--- config.mk ---
export PLATFORM = sky130hd
export DESIGN_NAME = rx_axis_framer_flat
export DESIGN_NICKNAME = d
export VERILOG_FILES = /design/src/rtl/rx_axis_framer_if.sv /design/src/rtl/rx_axis_framer.sv /design/src/flat_wrapper.sv
export SDC_FILE = /design/constraint.sdc
export NUM_CORES = 1
export LEC_CHECK = 0
export ABC_AREA = 1
export BUFFER_PORTS_ARGS = -buffer_cell sky130_fd_sc_hd__clkbuf_2
export CORE_MARGIN = 2
export CORE_UTILIZATION = 28
export CTS_CLUSTER_DIAMETER = 150
export DETAILED_ROUTE_END_ITERATION = 10
export SLEW_MARGIN = 20
export SYNTH_ARGS = -nofsm -noshare
export SYNTH_HDL_FRONTEND = slang
export SYNTH_SLANG_ARGS = --single-unit
--- constraint.sdc ---
create_clock -name clk -period 2.6 [get_ports clk]
set_input_delay 0.13 -clock clk [delete_from_list [all_inputs] [get_ports clk]]
set_output_delay 0.13 -clock clk [all_outputs]
set_load 0.02 [all_outputs]
--- src/rtl/rx_axis_framer_if.sv ---
// rx_axis_framer_if: AXI-Stream byte channel carrying tlast/tuser packet framing
interface rx_axis_framer_if #(parameter int pDAT_W = 8);
  logic [pDAT_W-1:0] tdata;
  logic              tvalid;
  logic              tlast;
  logic              tuser;
  logic              tready;
  modport master (output tdata, tvalid, tlast, tuser, input tready);
  modport slave (input tdata, tvalid, tlast, tuser, output tready);
endinterface

--- src/rtl/rx_axis_framer.sv ---
// rx_axis_framer: buffers DeFEC bytes in a show-ahead FIFO and frames them into tlast/tuser packets
module rx_axis_framer #(
  parameter int pDAT_W  = 8,
  parameter int pADDR_W = 6,
  parameter int pLEN_W  = 12
) (
  input  logic              clk,
  input  logic              rst,
  input  logic              iflush,
  input  logic [pLEN_W-1:0] ipkt_len,
  input  logic              ival,
  input  logic [pDAT_W-1:0] idat,
  input  logic              icrc_val,
  input  logic              icrc_err,
  rx_axis_framer_if.master  m_axis,
  output logic [15:0]       ovf_cnt,
  output logic [15:0]       pkt_cnt
);
  localparam int DEPTH = 1 << pADDR_W;
  localparam logic [pADDR_W:0]   P_ONE = 1;
  localparam logic [pADDR_W-1:0] A_ONE = 1;
  localparam logic [pLEN_W-1:0]  L_ONE = 1;

  logic [pADDR_W:0]   wptr_q, wptr_d, rptr_q, rptr_d;
  logic [pADDR_W-1:0] waddr, raddr, naddr;
  logic [pDAT_W-1:0]  mem_q [DEPTH];
  logic [DEPTH-1:0]   last_q, last_d, user_q, user_d;
  logic [pLEN_W-1:0]  bcnt_q, bcnt_d, len_q, len_d, len_cur;
  logic               crc_bad_q, crc_bad_d, ovf_bad_q, ovf_bad_d;
  logic [15:0]        ovf_cnt_q, ovf_cnt_d, pkt_cnt_q, pkt_cnt_d;
  logic               full, empty, wr, drop, crc_ev, is_last, pop, bad;

  always_comb begin
    waddr   = wptr_q[pADDR_W-1:0];
    raddr   = rptr_q[pADDR_W-1:0];
    naddr   = waddr - A_ONE;
    full    = (wptr_q[pADDR_W] != rptr_q[pADDR_W]) && (waddr == raddr);
    empty   = wptr_q == rptr_q;
    // at a packet boundary the live ipkt_len decides this byte's framing
    len_cur = (bcnt_q == '0) ? ((ipkt_len == '0) ? L_ONE : ipkt_len) : len_q;
    is_last = bcnt_q == len_cur - L_ONE;
    wr      = ival & ~full & ~iflush;
    drop    = ival & full & ~iflush;
    crc_ev  = icrc_val & icrc_err & ~iflush;
    bad     = crc_bad_q | ovf_bad_q | crc_ev | drop;
    pop     = ~empty & m_axis.tready;
    wptr_d  = iflush ? '0 : wr ? wptr_q + P_ONE : wptr_q;
    rptr_d  = iflush ? '0 : pop ? rptr_q + P_ONE : rptr_q;
    last_d  = last_q;
    user_d  = user_q;
    if (wr) begin
      last_d[waddr] = is_last;
      user_d[waddr] = is_last & bad;
    end
    // a dropped terminator closes the packet on the newest stored byte instead
    if (drop & is_last) begin
      last_d[naddr] = 1'b1;
      user_d[naddr] = 1'b1;
    end
    bcnt_d    = iflush ? '0 : ival ? (is_last ? '0 : bcnt_q + L_ONE) : bcnt_q;
    len_d     = (ival & ~iflush & (bcnt_q == '0)) ? len_cur : len_q;
    crc_bad_d = ~iflush & ~(ival & is_last) & (crc_bad_q | crc_ev);
    ovf_bad_d = ~iflush & ~(ival & is_last) & (ovf_bad_q | drop);
    ovf_cnt_d = (drop && ovf_cnt_q != 16'hFFFF) ? ovf_cnt_q + 16'd1 : ovf_cnt_q;
    pkt_cnt_d = (pop & last_q[raddr]) ? pkt_cnt_q + 16'd1 : pkt_cnt_q;
  end

  always_ff @(posedge clk or negedge rst) begin
    if (!rst) begin
      wptr_q    <= '0;
      rptr_q    <= '0;
      last_q    <= '0;
      user_q    <= '0;
      bcnt_q    <= '0;
      len_q     <= L_ONE;
      crc_bad_q <= 1'b0;
      ovf_bad_q <= 1'b0;
      ovf_cnt_q <= '0;
      pkt_cnt_q <= '0;
    end else begin
      wptr_q    <= wptr_d;
      rptr_q    <= rptr_d;
      last_q    <= last_d;
      user_q    <= user_d;
      bcnt_q    <= bcnt_d;
      len_q     <= len_d;
      crc_bad_q <= crc_bad_d;
      ovf_bad_q <= ovf_bad_d;
      ovf_cnt_q <= ovf_cnt_d;
      pkt_cnt_q <= pkt_cnt_d;
    end
  end

  always_ff @(posedge clk) begin
    if (wr) mem_q[waddr] <= idat;
  end

  assign m_axis.tvalid = ~empty;
  assign m_axis.tdata  = empty ? '0 : mem_q[raddr];
  assign m_axis.tlast  = ~empty & last_q[raddr];
  assign m_axis.tuser  = ~empty & user_q[raddr];
  assign ovf_cnt       = ovf_cnt_q;
  assign pkt_cnt       = pkt_cnt_q;
endmodule

--- src/flat_wrapper.sv ---
// flat-port wrapper written by rule: the top's interface ports become plain ports
module rx_axis_framer_flat 
#(
  parameter int pDAT_W  = 8,
  parameter int pADDR_W = 6,
  parameter int pLEN_W  = 12
)
  (clk, rst, iflush, ipkt_len, ival, idat, icrc_val, icrc_err, ovf_cnt, pkt_cnt, m_axis_tdata, m_axis_tvalid, m_axis_tlast, m_axis_tuser, m_axis_tready);
  rx_axis_framer_if #(.pDAT_W(pDAT_W)) m_axis_i ();
  input  logic clk;
  input  logic rst;
  input  logic iflush;
  input  logic [pLEN_W-1:0] ipkt_len;
  input  logic ival;
  input  logic [pDAT_W-1:0] idat;
  input  logic icrc_val;
  input  logic icrc_err;
  output logic [15:0] ovf_cnt;
  output logic [15:0] pkt_cnt;
  output wire logic [$bits(m_axis_i.tdata)-1:0] m_axis_tdata;
  output wire logic [$bits(m_axis_i.tvalid)-1:0] m_axis_tvalid;
  output wire logic [$bits(m_axis_i.tlast)-1:0] m_axis_tlast;
  output wire logic [$bits(m_axis_i.tuser)-1:0] m_axis_tuser;
  input wire logic [$bits(m_axis_i.tready)-1:0] m_axis_tready;
  assign m_axis_tdata = m_axis_i.tdata;
  assign m_axis_tvalid = m_axis_i.tvalid;
  assign m_axis_tlast = m_axis_i.tlast;
  assign m_axis_tuser = m_axis_i.tuser;
  assign m_axis_i.tready = m_axis_tready;
  rx_axis_framer #(.pDAT_W(pDAT_W), .pADDR_W(pADDR_W), .pLEN_W(pLEN_W)) u_core (.clk(clk), .rst(rst), .iflush(iflush), .ipkt_len(ipkt_len), .ival(ival), .idat(idat), .icrc_val(icrc_val), .icrc_err(icrc_err), .m_axis(m_axis_i), .ovf_cnt(ovf_cnt), .pkt_cnt(pkt_cnt));
endmodule
After elaboration in Yosys (flattened, before gate mapping)
Memories as Yosys holds them, arrays and structs flattened.
Index checks and enable logic that the tools add are counted.
{"block": "totals", "regBits": 200, "ram_bits": 512, "in_bits": 27, "out_inout_bits": 43, "elab_cells": 92, "mem_count": 1}
{"name": "u_core.mem_q", "depth": 64, "word_bits": 8, "read_ports": 1, "rd_clocked_by_memory_dff": 0, "wr": 1, "line": "rx_axis_framer.sv:26", "source": "logic [pDAT_W-1:0] mem_q [DEPTH];"}
{"block": "op_classes", "addsub": 7, "order_cmp": 5, "eq_ne": 5, "mux": 26, "n_bitwise": 29, "reduce_logical": 9}
{"cell": "$mux W64", "count": 4}
{"cell": "$bwmux W64", "count": 2}
{"cell": "$or A64 B64 Y64", "count": 2}
{"cell": "$mux W12", "count": 5}
{"cell": "$add A16 B1 Y16 const B", "count": 2}
{"cell": "$mux W7", "count": 4}
{"cell": "$logic_not A12 Y1", "count": 2}
{"cell": "$lt A6 B7 Y1 const B", "count": 3}
{"cell": "$and A1 B1 Y1", "count": 18}
{"cell": "$ne A16 B16 Y1 const B", "count": 1}
{"cell": "$add A7 B1 Y7 const B", "count": 2}
{"cell": "$add A12 B1 Y12 const B", "count": 1}
{"cell": "$bmux W1 S6", "count": 2}
{"cell": "$demux W1 S6", "count": 2}
{"cell": "$eq A12 B12 Y1", "count": 1}
{"cell": "$ge A6 B1 Y1 const B", "count": 2}
{"cell": "$sub A12 B1 Y12 const B", "count": 1}
{"cell": "$mux W8", "count": 1}
{"cell": "$eq A7 B7 Y1", "count": 1}
{"cell": "$eq A6 B6 Y1", "count": 1}
{"cell": "$mux W1", "count": 6}
{"cell": "$reduce_bool A2 Y1", "count": 3}
{"cell": "$sub A6 B1 Y6 const B", "count": 1}
{"cell": "$or A1 B1 Y1", "count": 5}
{"cell": "other kinds (3)", "count": 9}

Logic depth before layout (Yosys ltp)
Gate-level depths: netlist of the first run.
{"block": "depth", "depth_word": 10, "mapped_depth": 26, "ltp_nobuf": 23}

Least setup slack after synthesis of the first run
OpenSTA, ideal clock, no wires.
{"block": "synth_path", "kind": "register -> register", "start": "register u_core.bcnt_q[0]", "end": "register u_core.user_q[50]", "setup_time_ns": 0.069, "t_arrival_ns": 2.757, "required_time_ns": 2.531, "path_slack_ns": -0.226, "path_stages_with_launch": 22, "path_buffers": 2, "synth_period_minus_slack_ns": 2.826, "path_cell_list": "dfrtp_1 > inv_1 > ha_1 > nand3_1 > nor2_4 > nand3_1 > nand2_2 > ha_1 > nand3_2 > nor2_4 > nand2_1 > nand2_1 > nand2_1 > nand2_1 > nand2_1 > nor2_1 > nand3_4 > buf_6 > buf_6 > nor2_2 > nand2_1 > nand3_1"}
{"block": "synth_via", "elab_chain_cells": 9, "elab_cells_between_ends": 10, "classes_between": "add/sub (1); eq/ne (1); mux (4); bitwise (3); reduce/logical (1)"}
{"element": "start: declaration", "line": "rx_axis_framer.sv:28", "source": "logic [pLEN_W-1:0] bcnt_q, bcnt_d, len_q, len_d, len_cur;"}
{"element": "start signal: assignment", "line": "rx_axis_framer.sv:85", "source": "bcnt_q <= bcnt_d;"}
{"element": "$logic_not A12 Y1", "line": "rx_axis_framer.sv:40", "source": "len_cur = (bcnt_q == '0) ? ((ipkt_len == '0) ? L_ONE : ipkt_len) : len_q;"}
{"element": "$mux W12", "line": "rx_axis_framer.sv:40"}
{"element": "$sub A12 B1 Y12", "line": "rx_axis_framer.sv:41", "source": "is_last = bcnt_q == len_cur - L_ONE;"}
{"element": "$eq A12 B12 Y1 *", "line": "rx_axis_framer.sv:41"}
{"element": "$and A1 B1 Y1", "line": "rx_axis_framer.sv:53", "source": "user_d[waddr] = is_last & bad;"}
{"element": "$bwmux W64", "line": "rx_axis_framer.sv:53"}
{"element": "$mux W64", "line": "rx_axis_framer.sv:51", "source": "if (wr) begin"}
{"element": "$or A64 B64 Y64 (no source line)"}
{"element": "$mux W64 *", "line": "rx_axis_framer.sv:56", "source": "if (drop & is_last) begin"}
{"element": "named net u_core.user_d[50]", "line": "rx_axis_framer.sv:27", "source": "logic [DEPTH-1:0] last_q, last_d, user_q, user_d;"}
{"element": "end signal: assignment", "line": "rx_axis_framer.sv:84", "source": "user_q <= user_d;"}
{"element": "end: declaration", "line": "rx_axis_framer.sv:27"}
Mark *: on every way through the listed nets, which the timed path passes. The rest lies on a longest branch.
A chain may end at the register's enable or synchronous reset.

Worst setup path after layout of the first run
{"block": "layout_path", "start": "register u_core.rptr_q[0]", "end": "output m_axis_tdata[1]"}
{"block": "layout_via", "elab_chain_cells": 2, "elab_cells_between_ends": 3, "classes_between": "eq/ne (1); mux (1); memory (1)"}
{"element": "start: declaration", "line": "rx_axis_framer.sv:24", "source": "logic [pADDR_W:0] wptr_q, wptr_d, rptr_q, rptr_d;"}
{"element": "start signal: assignment", "line": "rx_axis_framer.sv:82", "source": "rptr_q <= rptr_d;"}
{"element": "$mem_v2 Z64 W8 or $eq A7 B7 Y1 (tied branches)"}
{"element": "$mux W8 *", "line": "rx_axis_framer.sv:99", "source": "assign m_axis.tdata = empty ? '0 : mem_q[raddr];"}
{"element": "end: declaration", "line": "flat_wrapper.sv:20", "source": "output wire logic [$bits(m_axis_i.tdata)-1:0] m_axis_tdata;"}
Every way passes the cells marked *; elsewhere a longest branch is shown, timed or not.

==> results of run 1 <==
-- through the flow --
stage | total power [W] | setup WS, ns | area, um2 | std cells
finish | 0.03013 | -0.5651 | 43920 | 5129
global route | 0.03114 | -0.6179 | 43920 | 5129
CTS | 0.02955 | -0.6396 | 42410 | 5102
detailed placement | 0.01731 | -0.3278 | 36660 | 4873
global placement | 0.01727 | -0.3040 | 36660 | 4873
floorplan | 0.01514 | -0.02561 | 31770 | 3123
-- critical path: cells and delay by family, from the launching register on --
family / cells / cell delay (ns)
compound gates: 4 / 0.52
buf+inv: 6 / 0.88
flops: 1 / 0.57
simple gates: 2 / 0.38
-- cell families (layout without fill, tap and decap cells) --
kind of cell | count (synthesis) | in the layout | synth area share [%]
AND/OR/NAND/NOR | 1358 | 1358 | 18.05
AO/OA/AOI/OAI | 648 | 648 | 11.60
buffers and inverters | 358 | 864 | 4.554
flip-flops | 712 | 712 | 64.40
XOR/XNOR | 39 | 39 | 1.079
adder cells (fa/ha/maj) | 8 | 8 | 0.3163
-- area by class of cell --
| class | count | share of cell area [%] |
|---|---|---|
| clock buffers | 103 | 4.988 |
| flip-flops and latches | 712 | 46.42 |
| multi-input cells | 2053 | 28.44 |
| inverters | 193 | 1.740 |
| clock inverters | 38 | 1.082 |
| well taps | 1500 | 4.273 |
| repair buffers | 530 | 13.05 |
-- power by group --
part	switching, W	total [W]	leakage, nW	internal, W
clock network	0.00469	0.0116	1.30	0.00686
registers	0.000125	0.0125	7.31	0.0123
logic	0.00370	0.00612	8.61	0.00243
-- layer usage --
metal	part of all wire (%)	track usage [%]	up-vias
met3	8.0	2.698	239
met4	3.6	6.948	0
met1	42	23.40	12850
li1	-	-	11880
met5	0	0	-
met2	47	27.48	1151
-- registers in the layout (all words and copies together), names as in the netlist, 7 cells and up --
name and count:
u_core.len_q 12, u_core.pkt_cnt 16, u_core.ovf_cnt 16, u_core.wptr_q 7, u_core.mem_q 512, u_core.last_q 64, u_core.bcnt_q 12, u_core.rptr_q 7
u_core.user_q 64
-- worst max path at each step --
stage	startpoint	endpoint	slack, ns	depth (start not counted)
final	u_core.rptr_q[0]	m_axis_tdata[1]	-0.57	12
after global routing	u_core.rptr_q[0]	m_axis_tdata[1]	-0.62	12
after CTS	u_core.rptr_q[0]	m_axis_tdata[3]	-0.64	12
after detailed placement	u_core.rptr_q[0]	m_axis_tdata[1]	-0.33	14
after global placement	u_core.rptr_q[0]	m_axis_tdata[6]	-0.30	12
after floorplan	u_core.bcnt_q[1]	u_core.user_q[52]	-0.03	23
-- cell usage after synthesis (7+ instances only) --
master      n
edfxtp_1  512
nor2_1    509
nand2_1   500
o21ai_0   368
nand3_1   246
dfrtp_1   199
inv_1     184
clkbuf_1  132
o22ai_1    94
a21oi_1    87
o221ai_1   60
xor2_1     31
nand4_1    28
nor3_1     23
nor2_2     20
o211ai_1   19
buf_2      18
a31oi_1    10
buf_6      10
nand2_2     9
ha_1        8
xnor2_1     8
nor2_4      7
-- what timing repair did --
item | in CTS | in global routing
hold buffers | 15 | 0
pin swaps | 129 | 174
cloned | 23 | 6
endpoints found under the hold margin | 97 | 0
setup endpoints to repair | 522 | 697
setup buffers | 50 | 47
resized for setup | 445 | 403
==> results.toml, run 1 <==
[timing]
setup_slack_ns = -0.5651
drv_slew = 0
finalSetupViolations = 653
tightest_slew_ns = 1.440
period_minus_slack_ns = 3.165
fin_skew_ns = 0.03525
slew_headroom_pct = 3.676
hold_viol_final = 0
tns_ns = -104.20
rsz0062_at_grt = "yes"
fmax_mhz = 315.9
fin_hold_ws_ns = 0.04750
post-route-period-util_pct = 121.7

[finish]
regArea_um2 = 20390
layout.nets = 3603
layout_common_cells = "512 x edfxtp_1, 401 x nand2_1, 400 x nor2_1"
final_common_cell = "edfxtp_1"
multi_input_area_um2 = 12490
n_antenna_cell = 0
fillers = 10620
layout-drive-gt1-share_pct = 31.41
syn_to_final_growth_pct = 38.79
fin_util_pct = 39.10

[synth]
synth_top_cell_by_area = "edfxtp_1"
syn_area_per_cell_um2 = 10.13
syn_nets = 3158
syn_area_um2 = 31650
synth_edf_count = 512
netlist_top_cells_area = "edfxtp_1 49%, dfrtp_1 16%, nor2_1 6.0%"
synth.distinct_cells = 42
synth-main-ff-cell = "edfxtp_1"
yosysWarnings = 0
ys_ff_latch = 712
synth_top_cell_area_share_pct = 48.58
synthCells = 3123
ys_seq_area_share_pct = 64.40
synthArstFlopShare_pct = 28.09

[route]
firstDrtPassIters = 6
drc = 0
drt_iter0_drc = 2745
vias = 26120
wl_um = 104100
wl_per_cell_um = 20.29
vias_per_cell = 5.093
antenna_left = 0

[clocking]
htree_levels = 3
root_buffer = "clkbuf_16"
cts_max_path_buffers = 3
cts_tree = "done"
cts_made_buffers = 78
clock_latency_ns = 0.66
path_clk_slew_ns = 0.06
clock-sinks = 712

[floorplan]
initial_core_util_pct = 28.17
core_area_um2 = 112300
dieArea_um2 = 115700
placementRows = 123
die_h_um = 340.2
io_pins = 70
die_w_um = 340.2

[critical_path]
r2r_slack_ns = -0.37
crit_required_ns = 2.47
cp-start-kind = "register"
r2r-start = "u_core.wptr_q[1]"
critPathCaptureType = "output port"
crit_type = "register to output port"
ff2ff_path_depth = 12
cp_cell_sequence = "inv_12, buf_16, buf_12, buf_12, o21ai_0, o221ai_1, nand3_1, a31oi_2, buf_4, a211oi_2, nor2_2, buf_6"
critPathMaxFanout = 13
r2r-end = "u_core.user_q[45]"
critPathMostFrequentCell = "buf_12"
worstPathArrival_ns = 3.04
crit_path_top_delay_cell = "dfrtp_4"
critPathMaxStageDelay_ns = 0.57

[grt]
grt_usage_pct = 17.21
first_global_vias = 25590
overflow = 0
grt_pass1_wl_um = 154600
grt_max_degree = 72
grt_antenna_before_repair = 0

[place]
io_buffers = 69
place_hpwl_um = 64770
place_congestion = 0.8872

[hold_path]
holdPathStages = 5
hp-class = "input pin to register"
hold_end = "u_core.user_q[8]"
hp-start = "icrc_val"

[pwr]
power_density_nw_per_um2 = 686.0
power_leakage_nw = 17.22
irDropWorstVdd_v = 0.0005092

[run_status]
failed_checks = "negative setup slack"
outcome = "finished with violations"

[run]
drv_cap = 0
Power figures use the tool's default switching activity.
==> inputs of run 2 (changes only) <==
--- a/config.mk
+++ b/config.mk
@@ -7,11 +7,14 @@
 export LEC_CHECK = 0
 export ABC_AREA = 1
 export BUFFER_PORTS_ARGS = -buffer_cell sky130_fd_sc_hd__clkbuf_2
+export CELL_PAD_IN_SITES_DETAIL_PLACEMENT = 0
+export CELL_PAD_IN_SITES_GLOBAL_PLACEMENT = 1
 export CORE_MARGIN = 2
 export CORE_UTILIZATION = 28
 export CTS_CLUSTER_DIAMETER = 150
 export DETAILED_ROUTE_END_ITERATION = 10
-export SLEW_MARGIN = 20
+export PLACE_DENSITY_LB_ADDON = 0.1
+export SLEW_MARGIN = 40
 export SYNTH_ARGS = -nofsm -noshare
 export SYNTH_HDL_FRONTEND = slang
 export SYNTH_SLANG_ARGS = --single-unit
==> run 2 against run 1 <==
The run still ends with negative setup slack left. Wire length rose by 16%. Count of clock-buffer cells in the layout increased by 35. Critical path type unchanged. Cell count up 1.7%. Largest cell class unchanged. Largest power group unchanged. Sequential share of layout area fell by 0.87 points. Power increased by 3.2%.
==> results.toml, run 2 (synthesis results as in run 1) <==
[route]
antenna_left = 0
drt_iter0_drc = 2068
vias_per_cell = 4.993
wl_um = 120600
firstDrtPassIters = 5
highest_layer = "met4"
drc = 0
wl_met2_um = 56200
vias = 26050
wirelength_met1_um = 56910
wl_per_cell_um = 23.12
dr_wl_met3_um = 4814

[pwr]
power_leakage_nw = 17.80
p_total_w = 0.03111
power_density_nw_per_um2 = 694.8
irDropWorstVdd_v = 0.0004857

[timing]
rsz0062_at_grt = "yes"
fmax_mhz = 311.0
setup_slack_ns = -0.6154
tightest_slew_ns = 0.8300
post-route-period-util_pct = 123.7
drv_slew = 0
hold_viol_final = 0
fin_skew_ns = 0.03334
slew_headroom_pct = 44.67
finalSetupViolations = 651
period_minus_slack_ns = 3.215

[finish]
stdcell_area_um2 = 44770
syn_to_final_growth_pct = 41.47
layout_common_cells = "512 x edfxtp_1, 438 x nor2_1, 420 x nand2_1"
n_antenna_cell = 0
top_regs = "u_core.mem_q (512), u_core.last_q (64), u_core.user_q (64)"
regMostFlops = "u_core.mem_q"
layout-drive-gt1-share_pct = 31.43
final_common_cell = "edfxtp_1"
largest_register_ffs = 512
layout.nets = 3678

[floorplan]
core_area_um2 = 112300
dieArea_um2 = 115700
io_pins = 70
die_w_um = 340.2
die_h_um = 340.2
placementRows = 123
initial_core_util_pct = 28.17

[critical_path]
critPathMaxStageDelay_ns = 0.48
cp_cell_sequence = "inv_8, buf_12, buf_16, buf_8, buf_12, buf_12, o21ai_2, o22ai_1, o211ai_1, nand3_1, a211oi_2, nor2_2, clkbuf_8"
crit_type = "register to output port"
critPathMostFrequentCell = "buf_12"
worstPathArrival_ns = 3.09
critPathMaxFanout = 9
crit_family = "buffers and inverters"
crit_required_ns = 2.47
critPathBufInv = 7
cp-start-kind = "register"
critPathCaptureType = "output port"
crit_path_top_delay_cell = "dfrtp_4"

[grt]
grt_max_degree = 77
overflow = 0
grt_usage_pct = 20.32
grt_pass1_wl_um = 175800
grt_antenna_before_repair = 0
first_global_vias = 26230

[place]
place_hpwl_um = 77280
place_congestion = 0.8394
io_buffers = 69
place_area_um2 = 37280

[run]
drv_cap = 0

[clocking]
cts_made_buffers = 86
clock-sinks = 712
htree_levels = 3
cts_max_path_buffers = 3
path_clk_slew_ns = 0.05
clock_latency_ns = 0.68
cts_tree = "done"
root_buffer = "clkbuf_16"

[run_status]
failed_checks = "negative setup slack"
outcome = "finished with violations"

[hold_path]
hp-class = "input pin to register"
-- run 2: cell count changes in the layout (fill, tap and decap cells not counted), moves of 10 or more --
cell / change
nand3_1: -22
buf_4: +47
nor2_2: -10
nor2_4: -28
nand2_1: +19
buf_6: -14
clkbuf_1: +25
buf_12: +20
a21oi_1: +17
nand3_4: +13
nor2_1: +38
a21oi_2: -17
-- run 2: area by class of cell --
type / instances / area (um2)
fillers: 10950 / 67570
repair inverters: 1 / 11.26
multi-input cells: 2053 / 12310
clock buffers: 138 / 2467
inverters: 193 / 749.5
clock inverters: 23 / 310.3
flip-flops and latches: 712 / 20390
repair buffers: 596 / 6656
well taps: 1500 / 1877
-- run 2: through the flow --
stage / TNS (ns) / utilization, % / hold slack, ns / worst slack (ns) / std cells
finish: -117.98 / 39.85 / 0.05658 / -0.6154 / 5216
global route: -184.05 / 39.85 / 0.06946 / -0.7015 / 5216
CTS: -142.91 / 38.61 / 0.02016 / -0.6962 / 5189
global placement: -72.07 / 33.19 / 0.07350 / -0.3489 / 4931
floorplan: -0.5018 / - / -0.1656 / -0.02561 / 3123
detailed placement: -73.44 / 33.19 / 0.06651 / -0.3914 / 4931
-- run 2: metal layers --
layer / vias up / track usage [%]
li1: 12050 / -
met1: 13220 / 29.10
met2: 624 / 32.79
met3: 155 / 2.346
met4: 0 / 5.002
met5: - / 0
-- run 2: path summary, 6_finish.rpt --
kind                              startpoint                 to  slack [ns]  depth (start not counted)
setup / recovery            u_core.rptr_q[1]    m_axis_tdata[1]       -0.62                         13
hold / removal                   ipkt_len[8]    u_core.len_q[8]        0.06                          6
setup reg to reg            u_core.bcnt_q[0]  u_core.user_q[53]       -0.40                         23
hold reg to reg            u_core.last_q[26]  u_core.last_q[26]        0.49                          2
max in group asynchronous                rst    u_core.len_q[6]        2.01                          3
min in group asynchronous                rst  u_core.user_q[15]        0.08                          3
-- run 2: worst reg2reg max path: stages, from the launching register on --
cell       delay (ns)
dfrtp_1          0.38
inv_2            0.08
ha_4             0.14
nand2_2          0.06
nor2_2           0.12
nand2_2          0.10
nand2_2          0.08
nand2_2          0.06
inv_2            0.08
ha_4             0.20
xor2_1           0.16
nand3_1          0.12
nor2_2           0.11
nand2_1          0.07
inv_1            0.06
nand2_2          0.06
nor2_4           0.12
nand3_4          0.14
buf_6            0.17
buf_12           0.15
clkbuf_16        0.18
nor2_4           0.10
nand2_1          0.07
nand3_1          0.10
-- run 2: power by group --
part	switching (W)	internal, W
Combinational	0.00396	0.00273
Sequential	0.000127	0.0123
Clock	0.00493	0.00702
-- run 2: what timing repair did --
| action | 4_1_cts | 5_1_grt |
|---|---|---|
| pin swaps | 158 | 139 |
| hold buffers | 11 | 1 |
| hold endpoints to repair | 221 | 22 |
| setup buffers | 67 | 26 |
| gates resized for setup | 461 | 307 |
| gates cloned | 22 | 12 |
| setup endpoints to repair | 445 | 690 |
